`src/rtl/dm_arbiter_if.sv`:
```
// dm_arbiter_if: two requester ports plus the shared data-memory bus.
interface dm_arbiter_if;
  logic        r0_req, r0_we, r0_gnt, r0_err, r0_rvalid;
  logic [2:0]  r0_size;
  logic [31:0] r0_addr, r0_wdata, r0_rdata;
  logic        r1_req, r1_we, r1_gnt, r1_err, r1_rvalid;
  logic [2:0]  r1_size;
  logic [31:0] r1_addr, r1_wdata, r1_rdata;
  logic        dm_we;
  logic [2:0]  dm_size;
  logic [31:0] dm_addr, dm_wd, dm_rd;
  modport master (
    output r0_req, r0_we, r0_size, r0_addr, r0_wdata,
    output r1_req, r1_we, r1_size, r1_addr, r1_wdata, dm_rd,
    input  r0_gnt, r0_err, r0_rvalid, r0_rdata,
    input  r1_gnt, r1_err, r1_rvalid, r1_rdata,
    input  dm_we, dm_size, dm_addr, dm_wd
  );
  modport slave (
    input  r0_req, r0_we, r0_size, r0_addr, r0_wdata,
    input  r1_req, r1_we, r1_size, r1_addr, r1_wdata, dm_rd,
    output r0_gnt, r0_err, r0_rvalid, r0_rdata,
    output r1_gnt, r1_err, r1_rvalid, r1_rdata,
    output dm_we, dm_size, dm_addr, dm_wd
  );
endinterface

```
`src/rtl/dm_arbiter.sv`:
```
// dm_arbiter: round-robin arbitration of two requesters onto one data memory port.
module dm_arbiter (
  input logic         clk,
  input logic         rst,
  dm_arbiter_if.slave bus
);
  typedef enum logic [1:0] {IDLE, ISSUE, RESP} state_t;
  state_t      state, state_n;
  logic        id, last, we_q, sel, any, ok_size, legal, issue, resp, busy;
  logic [2:0]  size_q;
  logic [31:0] addr_q, wd_q;
  assign any = bus.r0_req | bus.r1_req;
  // last holds the most recently granted requester; it resets to 1 so r0 wins first
  assign sel = (bus.r0_req & bus.r1_req) ? ~last : bus.r1_req;
  assign ok_size = we_q ? (size_q <= 3'd2) : (size_q <= 3'd2 || size_q == 3'd4 || size_q == 3'd5);
  assign legal = ok_size && !((size_q == 3'd1 || size_q == 3'd5) && addr_q[1:0] == 2'b11);
  always_ff @(posedge clk or posedge rst) begin
    if (rst) begin
      state  <= IDLE;
      id     <= 1'b0;
      last   <= 1'b1;
      we_q   <= 1'b0;
      size_q <= 3'd2;
      addr_q <= '0;
      wd_q   <= '0;
    end else begin
      state <= state_n;
      if (state == IDLE && any) begin
        id     <= sel;
        last   <= sel;
        we_q   <= sel ? bus.r1_we : bus.r0_we;
        size_q <= sel ? bus.r1_size : bus.r0_size;
        addr_q <= sel ? bus.r1_addr : bus.r0_addr;
        wd_q   <= sel ? bus.r1_wdata : bus.r0_wdata;
      end
    end
  end
  always_comb begin
    issue = state == ISSUE;
    resp = state == RESP;
    busy = issue | resp;
    state_n = state == IDLE ? (any ? ISSUE : IDLE) : (issue && legal && !we_q) ? RESP : IDLE;
    bus.dm_we = issue && we_q && legal;
    bus.dm_size = busy ? size_q : 3'd2;
    bus.dm_addr = busy ? addr_q : '0;
    bus.dm_wd = issue ? wd_q : '0;
    bus.r0_gnt = issue && !id;
    bus.r1_gnt = issue && id;
    bus.r0_err = issue && !id && !legal;
    bus.r1_err = issue && id && !legal;
    bus.r0_rvalid = resp && !id;
    bus.r1_rvalid = resp && id;
    bus.r0_rdata = (resp && !id) ? bus.dm_rd : '0;
    bus.r1_rdata = (resp && id) ? bus.dm_rd : '0;
  end
endmodule

```
`src/flat_wrapper.sv`:
```
// flat-port wrapper written by rule: the top's interface ports become plain ports
module dm_arbiter_flat 
  (clk, rst, bus_r0_req, bus_r0_we, bus_r0_size, bus_r0_addr, bus_r0_wdata, bus_r1_req, bus_r1_we, bus_r1_size, bus_r1_addr, bus_r1_wdata, bus_dm_rd, bus_r0_gnt, bus_r0_err, bus_r0_rvalid, bus_r0_rdata, bus_r1_gnt, bus_r1_err, bus_r1_rvalid, bus_r1_rdata, bus_dm_we, bus_dm_size, bus_dm_addr, bus_dm_wd);
  dm_arbiter_if bus_i ();
  input logic clk;
  input logic rst;
  input wire logic [$bits(bus_i.r0_req)-1:0] bus_r0_req;
  input wire logic [$bits(bus_i.r0_we)-1:0] bus_r0_we;
  input wire logic [$bits(bus_i.r0_size)-1:0] bus_r0_size;
  input wire logic [$bits(bus_i.r0_addr)-1:0] bus_r0_addr;
  input wire logic [$bits(bus_i.r0_wdata)-1:0] bus_r0_wdata;
  input wire logic [$bits(bus_i.r1_req)-1:0] bus_r1_req;
  input wire logic [$bits(bus_i.r1_we)-1:0] bus_r1_we;
  input wire logic [$bits(bus_i.r1_size)-1:0] bus_r1_size;
  input wire logic [$bits(bus_i.r1_addr)-1:0] bus_r1_addr;
  input wire logic [$bits(bus_i.r1_wdata)-1:0] bus_r1_wdata;
  input wire logic [$bits(bus_i.dm_rd)-1:0] bus_dm_rd;
  output wire logic [$bits(bus_i.r0_gnt)-1:0] bus_r0_gnt;
  output wire logic [$bits(bus_i.r0_err)-1:0] bus_r0_err;
  output wire logic [$bits(bus_i.r0_rvalid)-1:0] bus_r0_rvalid;
  output wire logic [$bits(bus_i.r0_rdata)-1:0] bus_r0_rdata;
  output wire logic [$bits(bus_i.r1_gnt)-1:0] bus_r1_gnt;
  output wire logic [$bits(bus_i.r1_err)-1:0] bus_r1_err;
  output wire logic [$bits(bus_i.r1_rvalid)-1:0] bus_r1_rvalid;
  output wire logic [$bits(bus_i.r1_rdata)-1:0] bus_r1_rdata;
  output wire logic [$bits(bus_i.dm_we)-1:0] bus_dm_we;
  output wire logic [$bits(bus_i.dm_size)-1:0] bus_dm_size;
  output wire logic [$bits(bus_i.dm_addr)-1:0] bus_dm_addr;
  output wire logic [$bits(bus_i.dm_wd)-1:0] bus_dm_wd;
  assign bus_i.r0_req = bus_r0_req;
  assign bus_i.r0_we = bus_r0_we;
  assign bus_i.r0_size = bus_r0_size;
  assign bus_i.r0_addr = bus_r0_addr;
  assign bus_i.r0_wdata = bus_r0_wdata;
  assign bus_i.r1_req = bus_r1_req;
  assign bus_i.r1_we = bus_r1_we;
  assign bus_i.r1_size = bus_r1_size;
  assign bus_i.r1_addr = bus_r1_addr;
  assign bus_i.r1_wdata = bus_r1_wdata;
  assign bus_i.dm_rd = bus_dm_rd;
  assign bus_r0_gnt = bus_i.r0_gnt;
  assign bus_r0_err = bus_i.r0_err;
  assign bus_r0_rvalid = bus_i.r0_rvalid;
  assign bus_r0_rdata = bus_i.r0_rdata;
  assign bus_r1_gnt = bus_i.r1_gnt;
  assign bus_r1_err = bus_i.r1_err;
  assign bus_r1_rvalid = bus_i.r1_rvalid;
  assign bus_r1_rdata = bus_i.r1_rdata;
  assign bus_dm_we = bus_i.dm_we;
  assign bus_dm_size = bus_i.dm_size;
  assign bus_dm_addr = bus_i.dm_addr;
  assign bus_dm_wd = bus_i.dm_wd;
  dm_arbiter u_core (.clk(clk), .rst(rst), .bus(bus_i));
endmodule
```
`config.mk`:
```
export PLATFORM = sky130hd
export DESIGN_NAME = dm_arbiter_flat
export DESIGN_NICKNAME = d
export VERILOG_FILES = /design/src/rtl/dm_arbiter_if.sv /design/src/rtl/dm_arbiter.sv /design/src/flat_wrapper.sv
export SDC_FILE = /design/constraint.sdc
export NUM_CORES = 1
export LEC_CHECK = 0
export ABC_CLOCK_PERIOD_IN_PS = 2100
export CORE_MARGIN = 5
export CORE_UTILIZATION = 32
export CTS_BUF_LIST = sky130_fd_sc_hd__clkbuf_2 sky130_fd_sc_hd__clkbuf_4 sky130_fd_sc_hd__clkbuf_8
export CTS_CLUSTER_SIZE = 20
export DETAILED_ROUTE_END_ITERATION = 16
export PLACE_DENSITY = 0.79
export SYNTH_ARGS = -nofsm -noshare
export SYNTH_HDL_FRONTEND = slang
export SYNTH_SLANG_ARGS = --single-unit
```
`constraint.sdc`:
```
create_clock -name clk -period 2.1 [get_ports clk]
set_input_delay 0.21 -clock clk [delete_from_list [all_inputs] [get_ports clk]]
set_output_delay 0.21 -clock clk [all_outputs]
set_load 0.01 [all_outputs]
```
==> results.py <==
metrics = {
    "cells_and_area": {
        "layout_common_cells": "clkdlybuf4s50_1, a21oi_1, and2_1, dlygate4sd2_1, dfrtp_1",
        "final_nets": 1021,
        "fin_util_pct": 60.2,
        "drive_gt1_share_pct": 8.36,
        "syn_to_final_growth_pct": 82.5,
        "fin_area_sq_mm": 0.00766,
        "final_common_cell": "clkdlybuf4s50_1",
    },
    "yosys": {
        "avgSynthCellArea_sq_um": 7.70,
        "yosys_register_bits": 72,
        "yosysSeqAreaShare_pct": 43.0,
        "yosys_warnings": 0,
        "yosysUniqueCellTypes": 22,
        "syn_inst": 545,
        "syn-num-nets": 720,
        "synthesis.area_sq_mm": 0.00420,
    },
    "die": {
        "initial_core_util_pct": 33.0,
        "core_area_sq_mm": 0.0127,
        "io_pins": 310,
        "die_width_microns": 125,
        "rows": 41,
        "die_area_sq_mm": 0.0155,
        "die_h_microns": 125,
    },
    "worst_setup_path": {
        "crit_type": "reg2out",
        "r2r_slack_ns": 0.54,
        "worstPathCellList": "inv_2 -> ha_4 -> nor2b_4 -> buf_6 -> and2_1 -> dlygate4sd2_1",
        "slowest_delay_ns": 0.42,
        "crit_path_max_fanout": 8,
        "critPathArrivalTime_ns": 1.78,
        "start_kind": "register",
        "slowest_stage": "dfrtp_1",
        "worstPathRequired_ns": 1.89,
        "cp_top_family": "buffers and inverters",
        "end_kind": "output port",
        "crit_buf_inv": 3,
    },
    "status": {
        "status": "finished clean",
    },
    "detailed_routing": {
        "drcViolationCount": 0,
        "antenna_left": 0,
        "via_per_inst": 4.82,
        "drtIter0Drc": 146,
        "wl_per_cell_microns": 17.4,
        "routed_wl_microns": 17700,
        "dr.pass1.iters": 4,
        "vias": 4928,
    },
    "clock_network": {
        "cts_buffer_depth": 2,
        "h-tree-depth": 3,
        "tritoncts": "done",
        "cts_root_buffer": "clkbuf_8",
        "cts_made_buffers": 9,
        "insertion_delay_ns": 0.34,
        "clk_pin_slew_worst_paths_ns": 0.07,
        "cts.sinks": 72,
    },
    "timing": {
        "setup_viol": 0,
        "hold_viol": 0,
        "fin_crit_sh_pct": 94.6,
        "period_minus_slack_ns": 1.99,
        "slew_viol_final": 0,
        "fmax_mhz": 503,
        "tightestPinTransition_ns": 0.542,
        "setup_tns_ns": 0,
        "finalClockSkew_ns": 0.00709,
        "slew_headroom_pct": 63.8,
    },
    "power_and_ir_drop": {
        "vdd_ir_drop_max_uv": 661,
        "p_total_uw": 7110,
        "p_per_area_mw_per_mm2": 929,
        "p_leak_uw": 0.00390,
    },
    "global_route": {
        "grt_antenna_before_repair": 1,
        "track_usage_pct": 21.9,
        "grt_max_degree": 48,
        "grt_pass1_vias": 4912,
        "overflow": 0,
        "grt_pass1_wl_microns": 27300,
    },
    "job": {
        "drv_cap": 0,
    },
    "placement": {
        "portBuffers": 309,
        "placed_area_sq_mm": 0.00756,
        "gp_congestion": 0.896,
        "hpwl_microns": 13500,
    },
    "hold_path": {
        "hp-class": "in2async",
    },
}
per-layer routing:
metal  track usage, %  routed length [microns]  part of all wire, %  vias up
li1                 -                        -                    -     2390
met1             24.7                     6860                   39     2276
met2             39.6                     9030                   51      232
met3             6.69                     1370                  7.7       30
met4             6.64                      493                  2.8        0
met5                0                        0                    0        -
path summary, 6_finish.rpt:
check | from | to | depth (start not counted)
min reg2reg | u_core.wd_q[0]$_DFFE_PP0P_ | u_core.wd_q[0]$_DFFE_PP0P_ | 2
min in group clk | bus_r0_size[1] | u_core.size_q[1]$_DFFE_PP1P_ | 3
max in group asynchronous | rst | u_core.size_q[1]$_DFFE_PP1P_ | 3
max | u_core.state[0]$_DFF_PP0_ | bus_r0_rdata[13] | 6
max reg2reg | u_core.state[0]$_DFF_PP0_ | u_core.wd_q[10]$_DFFE_PP0P_ | 6
min | rst | u_core.addr_q[11]$_DFFE_PP0P_ | 2
flip-flops by register name (all words and copies together) (netlist names):
signal / flops
u_core.wd_q: 32
u_core.id: 1
u_core.last: 1
u_core.addr_q: 32
u_core.we_q: 1
u_core.size_q: 3
u_core.state: 2
report_power, final:
group / total, uW / internal (uW) / switching, uW
Clock: 980 / 488 / 492
Sequential: 2380 / 2030 / 342
Combinational: 3760 / 1840 / 1920
Total: 7110 / 4360 / 2760
logic make-up after synthesis:
| group | count (synthesis) | share of synthesized area [%] |
|---|---|---|
| AOI/OAI and AO/OA | 145 | 17.9 |
| adders and majority gates | 3 | 0.895 |
| buffers and inverters | 49 | 5.22 |
| DFF | 72 | 43.0 |
| and+or+nand+nor | 276 | 33.0 |
worst reg2reg max path: stages (launching register included):
cell and delay [ns]:
dfrtp_1 0.41, inv_2 0.07, ha_1 0.28, o21ai_4 0.11
buf_4 0.32, a21oi_1 0.10, a21oi_1 0.18
final cells by class:
class	count	area (sq um)
timing repair buffer	335	3230
inverter	4	16.3
multi-input combinational	424	2220
antenna	1	2.50
clock inverter	1	5.00
tap	172	215
fill	1173	5060
clock buffer	13	160
sequential	72	1800
stage by stage:
step | hold WS (ns) | setup WS, ns | cells
2_1_floorplan | 0.283 | 0.0684 | 545
3_3_place_gp | 0.500 | 0.218 | 1002
3_5_place_dp | 0.509 | 0.219 | 1002
6_report | 0.230 | 0.112 | 1022
5_1_grt | 0.250 | -0.00216 | 1022
4_1_cts | 0.243 | -0.0340 | 1018
timing repair:
| item | in CTS | in global routing |
|---|---|---|
| resized for setup | 132 | 71 |
| setup buffers | 1 | 2 |
| gates cloned | 1 | 1 |
| hold buffers | 0 | 0 |
| pin swaps | 0 | 0 |
| setup endpoints to repair | 136 | 45 |
cell usage after synthesis:
cell / n / share of area (%)
a21bo_2: 1 / 0.24
o21ai_2: 1 / 0.21
nor2_1: 69 / 6.2
clkbuf_1: 27 / 2.4
a21boi_2: 1 / 0.27
nor2b_1: 4 / 0.60
inv_1: 3 / 0.27
buf_4: 5 / 0.89
inv_2: 1 / 0.089
a22o_1: 1 / 0.21
ha_1: 3 / 0.89
nand2_1: 68 / 6.1
nand2b_1: 1 / 0.15
a21oi_1: 138 / 16
buf_2: 13 / 1.6
a21o_1: 1 / 0.18
and3_1: 34 / 5.1
o21a_1: 1 / 0.18
and2_1: 100 / 15
dfstp_2: 2 / 1.3
dfrtp_1: 70 / 42
a31oi_1: 1 / 0.15
No activity file was read; power rests on OpenSTA's default activity.
